$ cat src/rtl/serial_bus_fabric.sv
// rtl/serial_bus_fabric.sv - round-robin serial bus fabric with split transactions and ACK watchdog
module serial_bus_fabric #(
  parameter int NUM_MASTERS = 2,
  parameter int NUM_SLAVES  = 3,
  parameter int ACK_TIMEOUT = 16
) (
  input  logic                   CLK,
  input  logic                   RST,
  input  logic [NUM_MASTERS-1:0] M_REQ,
  input  logic [NUM_MASTERS-1:0] M_UTIL,
  input  logic [NUM_MASTERS-1:0] M_ADD,
  input  logic [NUM_MASTERS-1:0] M_BUS_OUT,
  input  logic [NUM_MASTERS-1:0] M_RW,
  input  logic [NUM_MASTERS-1:0] M_DONE,
  output logic [NUM_MASTERS-1:0] M_GRANT,
  output logic [NUM_MASTERS-1:0] M_BUS_IN,
  output logic [NUM_MASTERS-1:0] M_READY,
  output logic [NUM_MASTERS-1:0] M_ACK,
  output logic [NUM_MASTERS-1:0] M_SPLIT,
  output logic [NUM_MASTERS-1:0] M_SPL_RESUME,
  output logic [NUM_SLAVES-1:0]  S_SEL,
  output logic [NUM_SLAVES-1:0]  S_BUS_OUT,
  output logic [NUM_SLAVES-1:0]  S_RW,
  input  logic [NUM_SLAVES-1:0]  S_BUS_IN,
  input  logic [NUM_SLAVES-1:0]  S_READY,
  input  logic [NUM_SLAVES-1:0]  S_ACK,
  input  logic [NUM_SLAVES-1:0]  S_SBSY,
  output logic                   ERR
);
  localparam int NM    = NUM_MASTERS;
  localparam int NS    = NUM_SLAVES;
  localparam int SEL_W = $clog2(NUM_SLAVES);
  localparam int MW    = $clog2(NUM_MASTERS);
  localparam int BW    = $clog2(SEL_W + 1);
  localparam int CW    = $clog2(ACK_TIMEOUT);

  typedef enum logic [1:0] {IDLE, ADDR, ACK_WAIT, XFER} state_t;

  state_t            state, state_n;
  logic [NM-1:0]     grant, grant_n;
  logic [NS-1:0]     sel, sel_n;
  logic [MW-1:0]     g_idx, g_idx_n;
  logic [MW-1:0]     rr_ptr, rr_ptr_n;
  logic [SEL_W-1:0]  s_idx, s_idx_n;
  logic [SEL_W-1:0]  addr_sr, addr_sr_n;
  logic [BW-1:0]     bit_cnt, bit_cnt_n;
  logic [CW-1:0]     ack_cnt, ack_cnt_n;
  logic              split_vld, split_vld_n;
  logic [MW-1:0]     split_m, split_m_n;
  logic [SEL_W-1:0]  split_s, split_s_n;
  logic              err_q, err_n;
  logic [NM-1:0]     split_p, split_p_n;
  logic [NM-1:0]     resume_p, resume_p_n;

  logic [NM-1:0]     eligible;
  logic              arb_found;
  logic [MW-1:0]     arb_idx;
  logic [MW-1:0]     arb_cand;
  logic [SEL_W-1:0]  addr_next;

  // Index after shifting in the granted master's current address bit, MSB first
  assign addr_next = SEL_W'({addr_sr, M_ADD[g_idx]});

  // Round-robin pick: first eligible requester at or after rr_ptr; a parked split master is skipped
  always_comb begin
    eligible = M_REQ;
    if (split_vld) eligible[split_m] = 1'b0;
    arb_found = 1'b0;
    arb_idx   = '0;
    arb_cand  = '0;
    for (int i = 0; i < NM; i++) begin
      arb_cand = MW'((int'(rr_ptr) + i) % NM);
      if (!arb_found && eligible[arb_cand]) begin
        arb_found = 1'b1;
        arb_idx   = arb_cand;
      end
    end
  end

  // Next-state and next-register logic; pulses default low so they last one cycle
  always_comb begin
    state_n     = state;
    grant_n     = grant;
    sel_n       = sel;
    g_idx_n     = g_idx;
    rr_ptr_n    = rr_ptr;
    s_idx_n     = s_idx;
    addr_sr_n   = addr_sr;
    bit_cnt_n   = bit_cnt;
    ack_cnt_n   = ack_cnt;
    split_vld_n = split_vld;
    split_m_n   = split_m;
    split_s_n   = split_s;
    err_n       = 1'b0;
    split_p_n   = '0;
    resume_p_n  = '0;
    case (state)
      IDLE: begin
        if (split_vld && M_REQ[split_m] && !S_SBSY[split_s]) begin
          // Resume skips the address phase: the slave was already decoded before parking
          grant_n     = NM'(1) << split_m;
          sel_n       = NS'(1) << split_s;
          g_idx_n     = split_m;
          s_idx_n     = split_s;
          resume_p_n  = NM'(1) << split_m;
          split_vld_n = 1'b0;
          state_n     = XFER;
        end else begin
          if (split_vld && !M_REQ[split_m]) split_vld_n = 1'b0;
          if (arb_found) begin
            grant_n   = NM'(1) << arb_idx;
            g_idx_n   = arb_idx;
            addr_sr_n = '0;
            bit_cnt_n = '0;
            state_n   = ADDR;
          end
        end
      end
      ADDR: begin
        if (!M_REQ[g_idx]) begin
          grant_n   = '0;
          addr_sr_n = '0;
          bit_cnt_n = '0;
          state_n   = IDLE;
        end else if (M_UTIL[g_idx]) begin
          addr_sr_n = addr_next;
          bit_cnt_n = bit_cnt + BW'(1);
          if (int'(bit_cnt) == SEL_W - 1) begin
            if (int'(addr_next) < NS) begin
              sel_n     = NS'(1) << addr_next;
              s_idx_n   = addr_next;
              ack_cnt_n = '0;
              state_n   = ACK_WAIT;
            end else begin
              err_n   = 1'b1;
              grant_n = '0;
              state_n = IDLE;
            end
          end
        end
      end
      ACK_WAIT: begin
        // ack_cnt holds the number of ACK_WAIT cycles already completed
        ack_cnt_n = ack_cnt + CW'(1);
        if (S_ACK[s_idx]) begin
          state_n = XFER;
        end else if (S_SBSY[s_idx] && !split_vld) begin
          split_vld_n = 1'b1;
          split_m_n   = g_idx;
          split_s_n   = s_idx;
          split_p_n   = grant;
          grant_n     = '0;
          sel_n       = '0;
          state_n     = IDLE;
        end else if (int'(ack_cnt) == ACK_TIMEOUT - 1) begin
          err_n   = 1'b1;
          grant_n = '0;
          sel_n   = '0;
          state_n = IDLE;
        end
      end
      XFER: begin
        if (M_DONE[g_idx]) begin
          grant_n  = '0;
          sel_n    = '0;
          rr_ptr_n = MW'((int'(g_idx) + 1) % NM);
          state_n  = IDLE;
        end
      end
      default: state_n = IDLE;
    endcase
  end

  // State and datapath registers; reset also discards any parked split
  always_ff @(posedge CLK or posedge RST) begin
    if (RST) begin
      state     <= IDLE;
      grant     <= '0;
      sel       <= '0;
      g_idx     <= '0;
      rr_ptr    <= '0;
      s_idx     <= '0;
      addr_sr   <= '0;
      bit_cnt   <= '0;
      ack_cnt   <= '0;
      split_vld <= 1'b0;
      split_m   <= '0;
      split_s   <= '0;
      err_q     <= 1'b0;
      split_p   <= '0;
      resume_p  <= '0;
    end else begin
      state     <= state_n;
      grant     <= grant_n;
      sel       <= sel_n;
      g_idx     <= g_idx_n;
      rr_ptr    <= rr_ptr_n;
      s_idx     <= s_idx_n;
      addr_sr   <= addr_sr_n;
      bit_cnt   <= bit_cnt_n;
      ack_cnt   <= ack_cnt_n;
      split_vld <= split_vld_n;
      split_m   <= split_m_n;
      split_s   <= split_s_n;
      err_q     <= err_n;
      split_p   <= split_p_n;
      resume_p  <= resume_p_n;
    end
  end

  // Point-to-point routing between the granted master and selected slave, only once a slave is selected
  always_comb begin
    S_BUS_OUT = '0;
    S_RW      = '0;
    M_BUS_IN  = '0;
    M_READY   = '0;
    M_ACK     = '0;
    if (state == ACK_WAIT || state == XFER) begin
      S_BUS_OUT[s_idx] = M_BUS_OUT[g_idx];
      S_RW[s_idx]      = M_RW[g_idx];
      M_BUS_IN[g_idx]  = S_BUS_IN[s_idx];
      M_READY[g_idx]   = S_READY[s_idx];
      M_ACK[g_idx]     = S_ACK[s_idx];
    end
  end

  assign M_GRANT      = grant;
  assign S_SEL        = sel;
  assign ERR          = err_q;
  assign M_SPLIT      = split_p;
  assign M_SPL_RESUME = resume_p;

endmodule

$ cat config.mk
export PLATFORM = sky130hd
export DESIGN_NAME = serial_bus_fabric
export DESIGN_NICKNAME = d
export VERILOG_FILES = /design/src/rtl/serial_bus_fabric.sv
export SDC_FILE = /design/constraint.sdc
export NUM_CORES = 1
export LEC_CHECK = 0
export CORE_MARGIN = 1.5
export CORE_UTILIZATION = 31
export CTS_CLUSTER_DIAMETER = 50
export DETAILED_ROUTE_END_ITERATION = 16
export SETUP_SLACK_MARGIN = 0.02
export SLEW_MARGIN = 40
export SYNTH_ARGS = -nofsm -noshare
export SYNTH_HDL_FRONTEND = slang
export SYNTH_SLANG_ARGS = --single-unit
$ cat constraint.sdc
create_clock -name CLK -period 5.3 [get_ports CLK]
set_input_delay 0.795 -clock CLK [delete_from_list [all_inputs] [get_ports CLK]]
set_output_delay 0.795 -clock CLK [all_outputs]
set_load 0.05 [all_outputs]
Yosys cells after proc, flatten, opt, wreduce, memory -nomap -nowiden

Cells that the tools add are included.

Input bits: 26
Bits in registers: 27
Word-level logic and storage cells: 203

Eq/ne operators: 22
Order comparisons: 10
Multiplexer cells: 112
Reductions and logical operators: 28
Add/sub/neg operators: 4
Bitwise operators: 8
Shifts and indexed selects: 4

Operators with widths:

| cell                                                                          | count |
|---|---|
| 2-bit 2-to-1 mux                                                              | 35 |
| 1-bit 2-to-1 mux                                                              | 45 |
| 3-bit 2-to-1 mux                                                              | 11 |
| 2-bit inequality test (second input constant)                                 | 10 |
| 3-bit inequality test (second input constant)                                 | 6 |
| 4-bit 2-to-1 mux                                                              | 4 |
| 2-bit case mux with 4 select lines                                            | 2 |
| 3-bit case mux with 4 select lines                                            | 1 |
| 1-bit binary-select mux with 2-bit select                                     | 5 |
| 5-bit AND reduction                                                           | 2 |
| 2-bit bitwise AND                                                             | 4 |
| 1-bit logical AND                                                             | 8 |
| 1-bit by 2-bit less-than comparator with 1-bit output (second input constant) | 4 |
| 2-bit case mux with 2 select lines                                            | 2 |
| 4-bit case mux with 2 select lines                                            | 1 |
| 4-bit AND reduction                                                           | 2 |
| 8-bit AND reduction                                                           | 1 |
| 2-bit nonzero test                                                            | 4 |
| 7-bit AND reduction                                                           | 1 |
| 3-bit bitwise AND                                                             | 2 |
| 2-bit equality test (second input constant)                                   | 3 |
| 2-bit by 3-bit less-than comparator with 1-bit output (second input constant) | 2 |
| 1-bit case mux with 2 select lines                                            | 3 |
| 6-bit AND reduction                                                           | 1 |
| other kinds (20)                                                              | 29 |

Longest topological paths before layout

Word-level depth: 17
Gate-level depth with buffers: 7
Mapped depth without buffers: 7

Least setup slack after synthesis

Ideal clock, no wire load.

Path kind: input port to output port
From: in S_ACK[1]
To: out M_ACK[0]
Cell stages on the path: 3
Arrival time: 2.162 ns
Buffers on the path: 0
Path slack: 2.343 ns
Cell sequence: mux2i_1 o21a_1 nor3_1

Longest elaborated chain between the ends: 4

Ends and longest elaborated chain:

| what                                      | line | text |
|---|---|---|
| start, declared                           | 26   | `input logic [NUM_SLAVES-1:0] S_ACK,` |
| 1-bit binary-select mux with 2-bit select | 223  | `M_ACK[g_idx] = S_ACK[s_idx];` |
| 1-bit 2-to-1 mux (implied by the code)    | 223  |  |
| 2-bit bitwise AND (no source line)        | n/a  |  |
| 2-bit 2-to-1 mux                          | 218  | `if (state == ACK_WAIT \|\| state == XFER) begin` |
| end, declared                             | 18   | `output logic [NUM_MASTERS-1:0] M_ACK,` |

No other way between the ends. The select of a mux whose other input is x is not followed.

Final worst setup path

Same ends and word-level chain as after synthesis.

==> flow_summary.yaml <==
run_status:
  status: "completed"
cts:
  clockBufferDepth: 2
  cts_max_level: 1
  clk_latency_ns: 0.28
  cts_buffers: 3
  cts_tree: "yes"
  cts_resized: 0
  path_clk_slew_ns: 0.10
  numClockSinks: 27
  post-cts-setup-buffer-count: 0
  root_buffer: "clkbuf_8"
  cts_hold_buf: 0
synthesis:
  synth_top_area_share: 0.360
  yosysSeqAreaShare: 0.360
  yosys_warnings: 0
  ys_async_sr_fraction: 1.00
  synth_edf_count: 0
  synth_commonest_cells: "dfrtp_1, nor2_1, mux2_2, inv_1, nand2_1"
  ys.flop_type: "dfrtp_1"
  synth_fp_nets: 240
  ys_seq_elements: 27
  synth_area_leader_cell: "dfrtp_1"
  synthCells: 208
  yosys-top-cells-area: "dfrtp_1, mux2_2, nor2_1, ha_1, mux2i_1"
  avgSynthCellArea_um2: 9.03
  ys_types: 50
  yosysMostFrequentCell: "dfrtp_1"
  synthesis.area_um2: 1880
worst_hold_path:
  holdCritPathClass: "reg2reg"
  hold_depth: 1
floorplanning:
  die-area_um2: 6530
  io_pins: 48
  initial_core_util: 0.319
  die_y_um: 80.8
  die_w_um: 80.8
  core_area_um2: 5890
  core.rowCount: 28
final_layout:
  fin_area_um2: 2430
  fin_nets: 280
  finalNonFillerCells: 322
  drive_gt1_frac: 0.0972
  syn_to_final_growth_pct: 29.2
  n_fill_cell: 606
  diodes: 0
  utilization: 0.412
setup_path:
  cp.depth: 5
  crit_chain: "clkdlybuf4s50_1 > mux2i_1 > o21a_1 > nor3_1 > clkdlybuf4s50_1"
  cp_num_buf_inv: 2
  reg2reg_depth: 4
  crit_arrival_ns: 2.60
  critPathLaunchType: "primary input"
  cp_slowest_cell: "clkdlybuf4s50_1"
  cp-end-kind: "output port"
  cpPeakStageDelay_ns: 0.83
  critPathRequiredTime_ns: 4.51
  crit_type: "in2out"
  critPathMaxFanout: 4
  crit_top_cell: "clkdlybuf4s50_1"
  path_delay_family: "buffers and inverters"
detailed_routing:
  wl_per_cell_um: 14.7
  remaining_drc_errors: 0
  drt-total-wl_mm: 4.73
  antenna_left: 0
  viasPerCell: 5.17
  dr_total_vias: 1666
  drt_iter0_markers: 127
  dr.pass1.iters: 4
timing:
  setup_ws_ns: 1.90
  hold_viol_final: 0
  period_share: 0.641
  fin_crit_ns: 3.40
  worst_clock_skew_ns: 0.00485
  rsz0062_at_grt: "no"
  finalSetupTns_ns: 0
  clock.fmax_mhz: 295
  slew_viol_final: 0
  holdWs_ns: 0.513
  setup_viol: 0
  relSlewSlack: 0.534
  tightest_slew_ns: 0.699
placed_design:
  place_hpwl_mm: 3.58
  gp_congestion: 0.838
  place_inst: 318
  place_area_um2: 2380
  port_buffers: 47
  dp_slack_ns: 1.90
run:
  maxCapViolations: 0
grt:
  gr-usage-all-layers: 0.147
  grt_pass1_wl_mm: 7.51
  grt_remaining_overflow: 0
  use_met3: 0.0270
  grt_max_degree: 28
  grt_use_met2: 0.245
  grt_pass1_vias: 1494
  antenna_found_initial: 0
  top_usage_layer: "met2"
  grt_util_met1: 0.203
pwr:
  ir_drop_uv: 168
  leakage_nw: 0.998
  power_mw: 1.27
  power_density_nw_per_um2: 523
layout by cell type, fill, tap and decap left out, drive strengths merged, types with 2 or more instances in the layout:
master / instances
nand2b: 2
dfrtp: 27
nor2: 22
o2111ai: 3
and3: 4
nand3b: 2
nand2: 15
a32o: 2
nor3: 8
o21ai: 11
o21a: 2
a211oi: 2
mux2i: 8
nor3b: 2
ha: 6
a21o: 2
mux2: 16
inv: 14
a21oi: 8
o311ai: 2
and2: 2
nand3: 2
clkbuf: 4
a22o: 3
clkdlybuf4s50: 47
o211ai: 8
nor2b: 5
flip-flops by register name, indices dropped and copies added (netlist names):
name / count
ERR: 1
M_GRANT: 2
M_SPLIT: 2
M_SPL_RESUME: 2
S_SEL: 3
ack_cnt: 4
addr_sr: 1
bit_cnt: 2
g_idx: 1
rr_ptr: 1
s_idx: 2
split_m: 1
split_s: 2
split_vld: 1
state: 2
per-layer routing:
| layer | routed length (µm) | vias to the layer above |
|---|---|---|
| met5 | 0 | - |
| met4 | 17 | 0 |
| met3 | 190 | 2 |
| met2 | 2280 | 40 |
| met1 | 2240 | 781 |
| li1 | - | 843 |
cells by family (layout without fill, tap and decap cells):
logic type      Yosys count  in the layout  synth area share
buf+inv                  26             65            0.0600
mux                      24             24             0.141
compound gates           53             53             0.200
flops                    27             27             0.360
simple gates             72             72             0.200
fa+ha+maj                 6              6            0.0400
layout make-up:
| type | instances | area (µm²) | area share |
|---|---|---|---|
| tap | 75 | 93.8 | 0.0387 |
| inverter | 14 | 52.6 | 0.0216 |
| clock buffer | 4 | 45.0 | 0.0186 |
| timing repair buffer | 47 | 470 | 0.194 |
| multi-input combinational | 155 | 1090 | 0.449 |
| sequential | 27 | 676 | 0.278 |
final timing paths:
check,start,to,slack (ns)
setup / recovery,S_ACK[1],M_ACK[0],1.90
hold / removal,S_SEL[1]$_DFFE_PP0P_,S_SEL[1]$_DFFE_PP0P_,0.51
setup reg to reg,g_idx$_DFFE_PP0P_,ack_cnt[0]$_DFFE_PP0P_,2.99
hold reg to reg,S_SEL[1]$_DFFE_PP0P_,S_SEL[1]$_DFFE_PP0P_,0.51
max in group asynchronous,RST,state[1]$_DFFE_PP0P_,4.03
min in group asynchronous,RST,addr_sr[0]$_DFFE_PP0P_,0.89
report_power, final:
part | total, mW | switching [mW] | internal, mW | leakage, nW
registers | 0.383 | 0.112 | 0.272 | 0.352
clock network | 0.122 | 0.0676 | 0.0540 | 0.0228
logic | 0.765 | 0.449 | 0.316 | 0.623
Power figures use the tool's default switching activity.
